[src/rtl/l1tlb_refill_ctrl.sv]
// L1 TLB miss refill controller: one outstanding page walk, round-robin victim fill,
// page-fault reporting, and sfence handling that drains any already-accepted walk.
package l1tlb_pkg;
    typedef struct packed {
        logic [43:0] ppn;
        logic [1:0]  rsw;
        logic        d, a, g, u, x, w, r, v;
    } PTEEntry;
endpackage

module l1tlb_refill_ctrl
    import l1tlb_pkg::*;
#(
    parameter int DEPTH      = 16,
    parameter int ADDR_WIDTH = $clog2(DEPTH),
    parameter int VADDR_SIZE = 39,
    parameter int TLB_OFFSET = 12
) (
    input  logic                  i_clk,
    input  logic                  i_rst,
    input  logic                  i_miss_valid,
    input  logic [VADDR_SIZE-1:0] i_miss_vaddr,
    input  logic                  i_flush,
    output logic                  o_req_valid,
    input  logic                  i_req_ready,
    output logic [VADDR_SIZE-1:0] o_req_vaddr,
    input  logic                  i_resp_valid,
    input  logic [VADDR_SIZE-1:0] i_resp_vaddr,
    input  logic                  i_resp_exception,
    input  PTEEntry               i_resp_entry,
    input  logic [1:0]            i_resp_wpn,
    output logic                  o_tlb_we,
    output logic [ADDR_WIDTH-1:0] o_tlb_widx,
    output PTEEntry               o_tlb_wentry,
    output logic [1:0]            o_tlb_wpn,
    output logic [VADDR_SIZE-1:0] o_tlb_waddr,
    output logic                  o_busy,
    output logic                  o_done,
    output logic                  o_fault,
    output logic [VADDR_SIZE-1:0] o_fault_vaddr
);
    typedef enum logic [2:0] {S_IDLE, S_REQ, S_WAIT, S_DRAIN, S_WB} state_t;

    state_t                r_state, w_state_nxt;
    logic [VADDR_SIZE-1:0] r_vaddr;
    PTEEntry               r_entry;
    logic [1:0]            r_wpn;
    logic [ADDR_WIDTH-1:0] r_ptr;
    logic                  r_fault;
    logic [VADDR_SIZE-1:0] r_fault_vaddr;

    logic w_match, w_capture, w_fill, w_fault_set;
    logic w_unused;

    // Only the VPN identifies the walk; page-offset bits of the response are don't-care.
    assign w_match  = i_resp_valid &&
                      (i_resp_vaddr[VADDR_SIZE-1:TLB_OFFSET] == r_vaddr[VADDR_SIZE-1:TLB_OFFSET]);
    assign w_unused = ^i_resp_vaddr[TLB_OFFSET-1:0];

    always_comb begin
        w_state_nxt = r_state;
        w_capture   = 1'b0;
        w_fill      = 1'b0;
        w_fault_set = 1'b0;
        case (r_state)
            S_IDLE: if (i_miss_valid && !i_flush) begin
                w_state_nxt = S_REQ;
                w_capture   = 1'b1;
            end
            S_REQ: begin
                // A flush racing an accepted request must still swallow its response.
                if (i_flush)          w_state_nxt = i_req_ready ? S_DRAIN : S_IDLE;
                else if (i_req_ready) w_state_nxt = S_WAIT;
            end
            S_WAIT: begin
                if (i_flush) begin
                    w_state_nxt = w_match ? S_IDLE : S_DRAIN;
                end else if (w_match) begin
                    w_state_nxt = i_resp_exception ? S_IDLE : S_WB;
                    w_fill      = !i_resp_exception;
                    w_fault_set = i_resp_exception;
                end
            end
            S_DRAIN: if (w_match) w_state_nxt = S_IDLE;
            S_WB:    w_state_nxt = S_IDLE;
            default: w_state_nxt = S_IDLE;
        endcase
    end

    always_ff @(posedge i_clk or negedge i_rst) begin
        if (!i_rst) r_state <= S_IDLE;
        else        r_state <= w_state_nxt;
    end

    always_ff @(posedge i_clk or negedge i_rst) begin
        if (!i_rst) begin
            r_vaddr       <= '0;
            r_entry       <= '0;
            r_wpn         <= '0;
            r_ptr         <= '0;
            r_fault       <= 1'b0;
            r_fault_vaddr <= '0;
        end else begin
            r_fault <= w_fault_set;
            if (w_capture)   r_vaddr       <= i_miss_vaddr;
            if (w_fault_set) r_fault_vaddr <= r_vaddr;
            if (w_fill) begin
                r_entry <= i_resp_entry;
                r_wpn   <= i_resp_wpn;
            end
            if (r_state == S_WB)
                r_ptr <= (r_ptr == ADDR_WIDTH'(DEPTH-1)) ? '0 : r_ptr + 1'b1;
        end
    end

    assign o_req_valid   = (r_state == S_REQ);
    assign o_req_vaddr   = r_vaddr;
    assign o_tlb_we      = (r_state == S_WB);
    assign o_tlb_widx    = r_ptr;
    assign o_tlb_wentry  = r_entry;
    assign o_tlb_wpn     = r_wpn;
    assign o_tlb_waddr   = r_vaddr;
    assign o_busy        = (r_state != S_IDLE);
    assign o_done        = (r_state == S_WB) || r_fault;
    assign o_fault       = r_fault;
    assign o_fault_vaddr = r_fault_vaddr;
endmodule

[config.mk]
export PLATFORM = sky130hd
export DESIGN_NAME = l1tlb_refill_ctrl
export DESIGN_NICKNAME = d
export VERILOG_FILES = /design/src/rtl/l1tlb_refill_ctrl.sv
export SDC_FILE = /design/constraint.sdc
export NUM_CORES = 1
export LEC_CHECK = 0
export ABC_AREA = 1
export ABC_CLOCK_PERIOD_IN_PS = 2800
export CORE_MARGIN = 2
export CORE_UTILIZATION = 43
export DETAILED_ROUTE_END_ITERATION = 8
export GPL_ROUTABILITY_DRIVEN = 0
export PLACE_DENSITY = 0.86
export SYNTH_ARGS = -nofsm -noshare
export SYNTH_HDL_FRONTEND = slang
export SYNTH_SLANG_ARGS = --single-unit
[constraint.sdc]
create_clock -name i_clk -period 2.8 [get_ports i_clk]
set_clock_uncertainty 0.05 [all_clocks]
set_input_delay 0.42 -clock i_clk [delete_from_list [all_inputs] [get_ports i_clk]]
set_output_delay 0.42 -clock i_clk [all_outputs]
set_load 0.02 [all_outputs]
==> results by group <==
Synth
  • Synth top area share: 56.0%
  • Syn avg cell area: 8.46 um^2
  • Fraction of registers with async set/reset: 100%
  • Number of synthesized flops with an enable pin: 0
  • Yosys cell types: 25
  • Synth top cells by count: 275 x nand2_1, 142 x dfrtp_1, 61 x nand3_1, 52 x inv_1, 50 x nor2_1
  • Sequential-to-total area share from yosys stat: 56.0%
  • Synth Register Bits: 142
  • YS warnings: 0
  • Synth area leader: dfrtp_1
  • Mapped cell area: 6350 um^2
  • Main flop type after synthesis: dfrtp_1
  • Syn_nets: 892
  • Synth Instances: 750
  • Count leader, synth: nand2_1
  • Synth area leaders: dfrtp_1 56%, nand2_1 16%, buf_4 5.0%

Setup path
  • Crit path required time: 2.33 ns
  • Crit path to: o_done
  • Reg2reg end: o_tlb_wentry[49]
  • Critical Path Start: r_state[0]
  • Critical path type: register to primary output
  • Crit. End Element: primary output
  • R2R cell count: 10
  • Reg-to-reg slack, setup: 0.60 ns
  • Crit path max fanout: 8
  • Worst reg2reg path startpoint: o_req_vaddr[28]
  • Crit path launch type: register
  • Critical path arrival: 1.98 ns

STA
  • Fin Setup TNS: 0 ns
  • Worst slew pin tran: 0.598 ns
  • Fin worst setup slack: 0.354 ns
  • Min Hold Slack: 0.403 ns
  • Fin crit share: 87.4%
  • Final setup vio count: 0
  • Normalized max-slew margin: 60.0%
  • Final min period: 2.45 ns
  • RSZ-0062 raised after global routing: false
  • Final slew viol count: 0
  • Hold Vio Cnt, Final: 0
  • Fmax: 0.409 GHz

Clock network
  • CTS HTree Levels: 4
  • CTS root buffer: clkbuf_16
  • Hold buffer count at CTS: 1
  • Clk sinks: 142
  • CTS Buffer Depth: 2
  • Clk slew on worst S/H paths: 0.06 ns
  • Postcts setup bufs: 0
  • CTS resizes: 0
  • CTS tree: yes
  • Skew-Pair Late Insertion Delay: 0.41 ns
  • Number of CTS-inserted buffers: 17

Pwr
  • VDD IR max: 0.000800 V
  • Pleak: 4.91 nW
  • Power per Cell Area: 824 nW/um^2

Global route
  • Congestion Overflow GR: 0
  • Largest net degree at the start of global routing: 75
  • Vias in the first global route: 5661
  • Initial antenna violation count: 0
  • First-pass GRT wire length: 29300 um
  • GRT Overall Usage: 23.5%

Route
  • Antenna violation net count after detailed routing: 0
  • Pre-Repair DR Iteration Count: 5
  • Final WL: 18700 um
  • Detailed-route via count: 5826
  • Post-route DRC violation count: 0
  • Iteration-0 DRC count of the detailed router: 421
  • Vias/cell: 4.79
  • WL per Instance: 15.3 um

Hold path
  • Min-Delay Path Class: primary input to async pin

Floorplanning
  • Core area: 14500 um^2
  • Die Width: 125 um
  • Die H: 125 um
  • IO Pins: 323
  • Initial core utilization: 43.8%
  • Die area: 15700 um^2
  • FP Rows: 44

Final layout
  • Finished Layout Cells: 1217
  • Inserted Diodes: 0
  • Final #Nets: 1162
  • Share of layout cells above drive strength 1: 7.36%
  • Area delta synth->final: 57.8%
  • Final core occ: 69.2%

Placement
  • Cells after DPL: 1184
  • Dpl ws: 0.212 ns
  • Detailed Place HPWL: 13500 um
  • PortBufs: 310

Run status
  • Status: completed

Flow run
  • Maximum Capacitance Violations: 0
[how the worst min path moves through the flow]
stage	start	endpoint	slack (ns)	cells past startpoint
after floorplan	i_rst	o_fault	0.07	0
after global placement	i_rst	o_tlb_wentry[45]	0.24	1
after detailed placement	i_rst	o_tlb_wentry[45]	0.24	1
after CTS	i_rst	o_tlb_wentry[51]	0.36	2
after global routing	i_rst	o_tlb_wentry[51]	0.40	2
final	i_rst	o_tlb_wentry[51]	0.40	2
[sequential cells by signal (all words and copies together), names as in the netlist]
name           cells
o_tlb_wentry      54
o_fault_vaddr     39
o_req_vaddr       39
o_tlb_widx         4
r_state            3
o_tlb_wpn          2
o_fault            1
[worst max-delay path: stages (launching register included)]
cell             delay, ns
dfrtp_1               0.41
nor3_1                0.23
buf_4                 0.19
or2_2                 0.11
clkdlybuf4s50_1       0.61
[cell usage in the layout (no fill, tap or decap), drive strengths merged, types with 2 or more instances in the layout]
cell type      instances
a21oi                 25
buf                   12
bufinv                 5
clkbuf                23
clkdlybuf4s50        309
clkinv                 2
clkinvlp               2
dfrtp                142
inv                   67
mux2                  14
nand2                276
nand3                 61
nor2                  51
nor3                   3
o21ai                 31
xnor2                  4
[per-stage QoR]
stage	total power, mW	cell area, um^2
4_1_cts	8.31	10000
2_1_floorplan	4.50	6350
3_3_place_gp	5.71	9340
6_report	8.26	10000
5_1_grt	8.64	10000
3_5_place_dp	5.76	9340
[routing by layer]
metal	global-route usage, %	vias up	routed length [um]
li1	-	2846	-
met1	28.8	2734	7400
met2	39.5	212	9460
met3	6.80	34	1300
met4	8.56	0	495
met5	0	-	0
[power breakdown]
part / leakage (nW) / internal, mW / switching, mW
clock network: 0.320 / 1.68 / 0.848
registers: 1.87 / 2.35 / 0.379
logic: 2.72 / 1.44 / 1.56
total: 4.91 / 5.47 / 2.78
[area by class of cell]
cell class                      count  area (um^2)
Clock buffer                       23          488
Clock inverter                      9          179
Fill cell                        1077         4460
Inverter                           67          253
Multi-Input combinational cell    470         2080
Sequential cell                   142         3550
Tap cell                          184          230
Timing Repair Buffer              322         3230
[logic make-up after synthesis]
logic type                 Yosys count  share of synthesized area (%)
and+or+nand+nor                    392                           24.6
DFF                                142                           56.0
buffers and inverters              138                           11.4
AOI/OAI and AO/OA                   59                           4.73
muxes                               14                           2.48
xor gates and xnor gates             4                          0.552
adders and majority gates            1                          0.197
(Power assumes the default switching activity.)
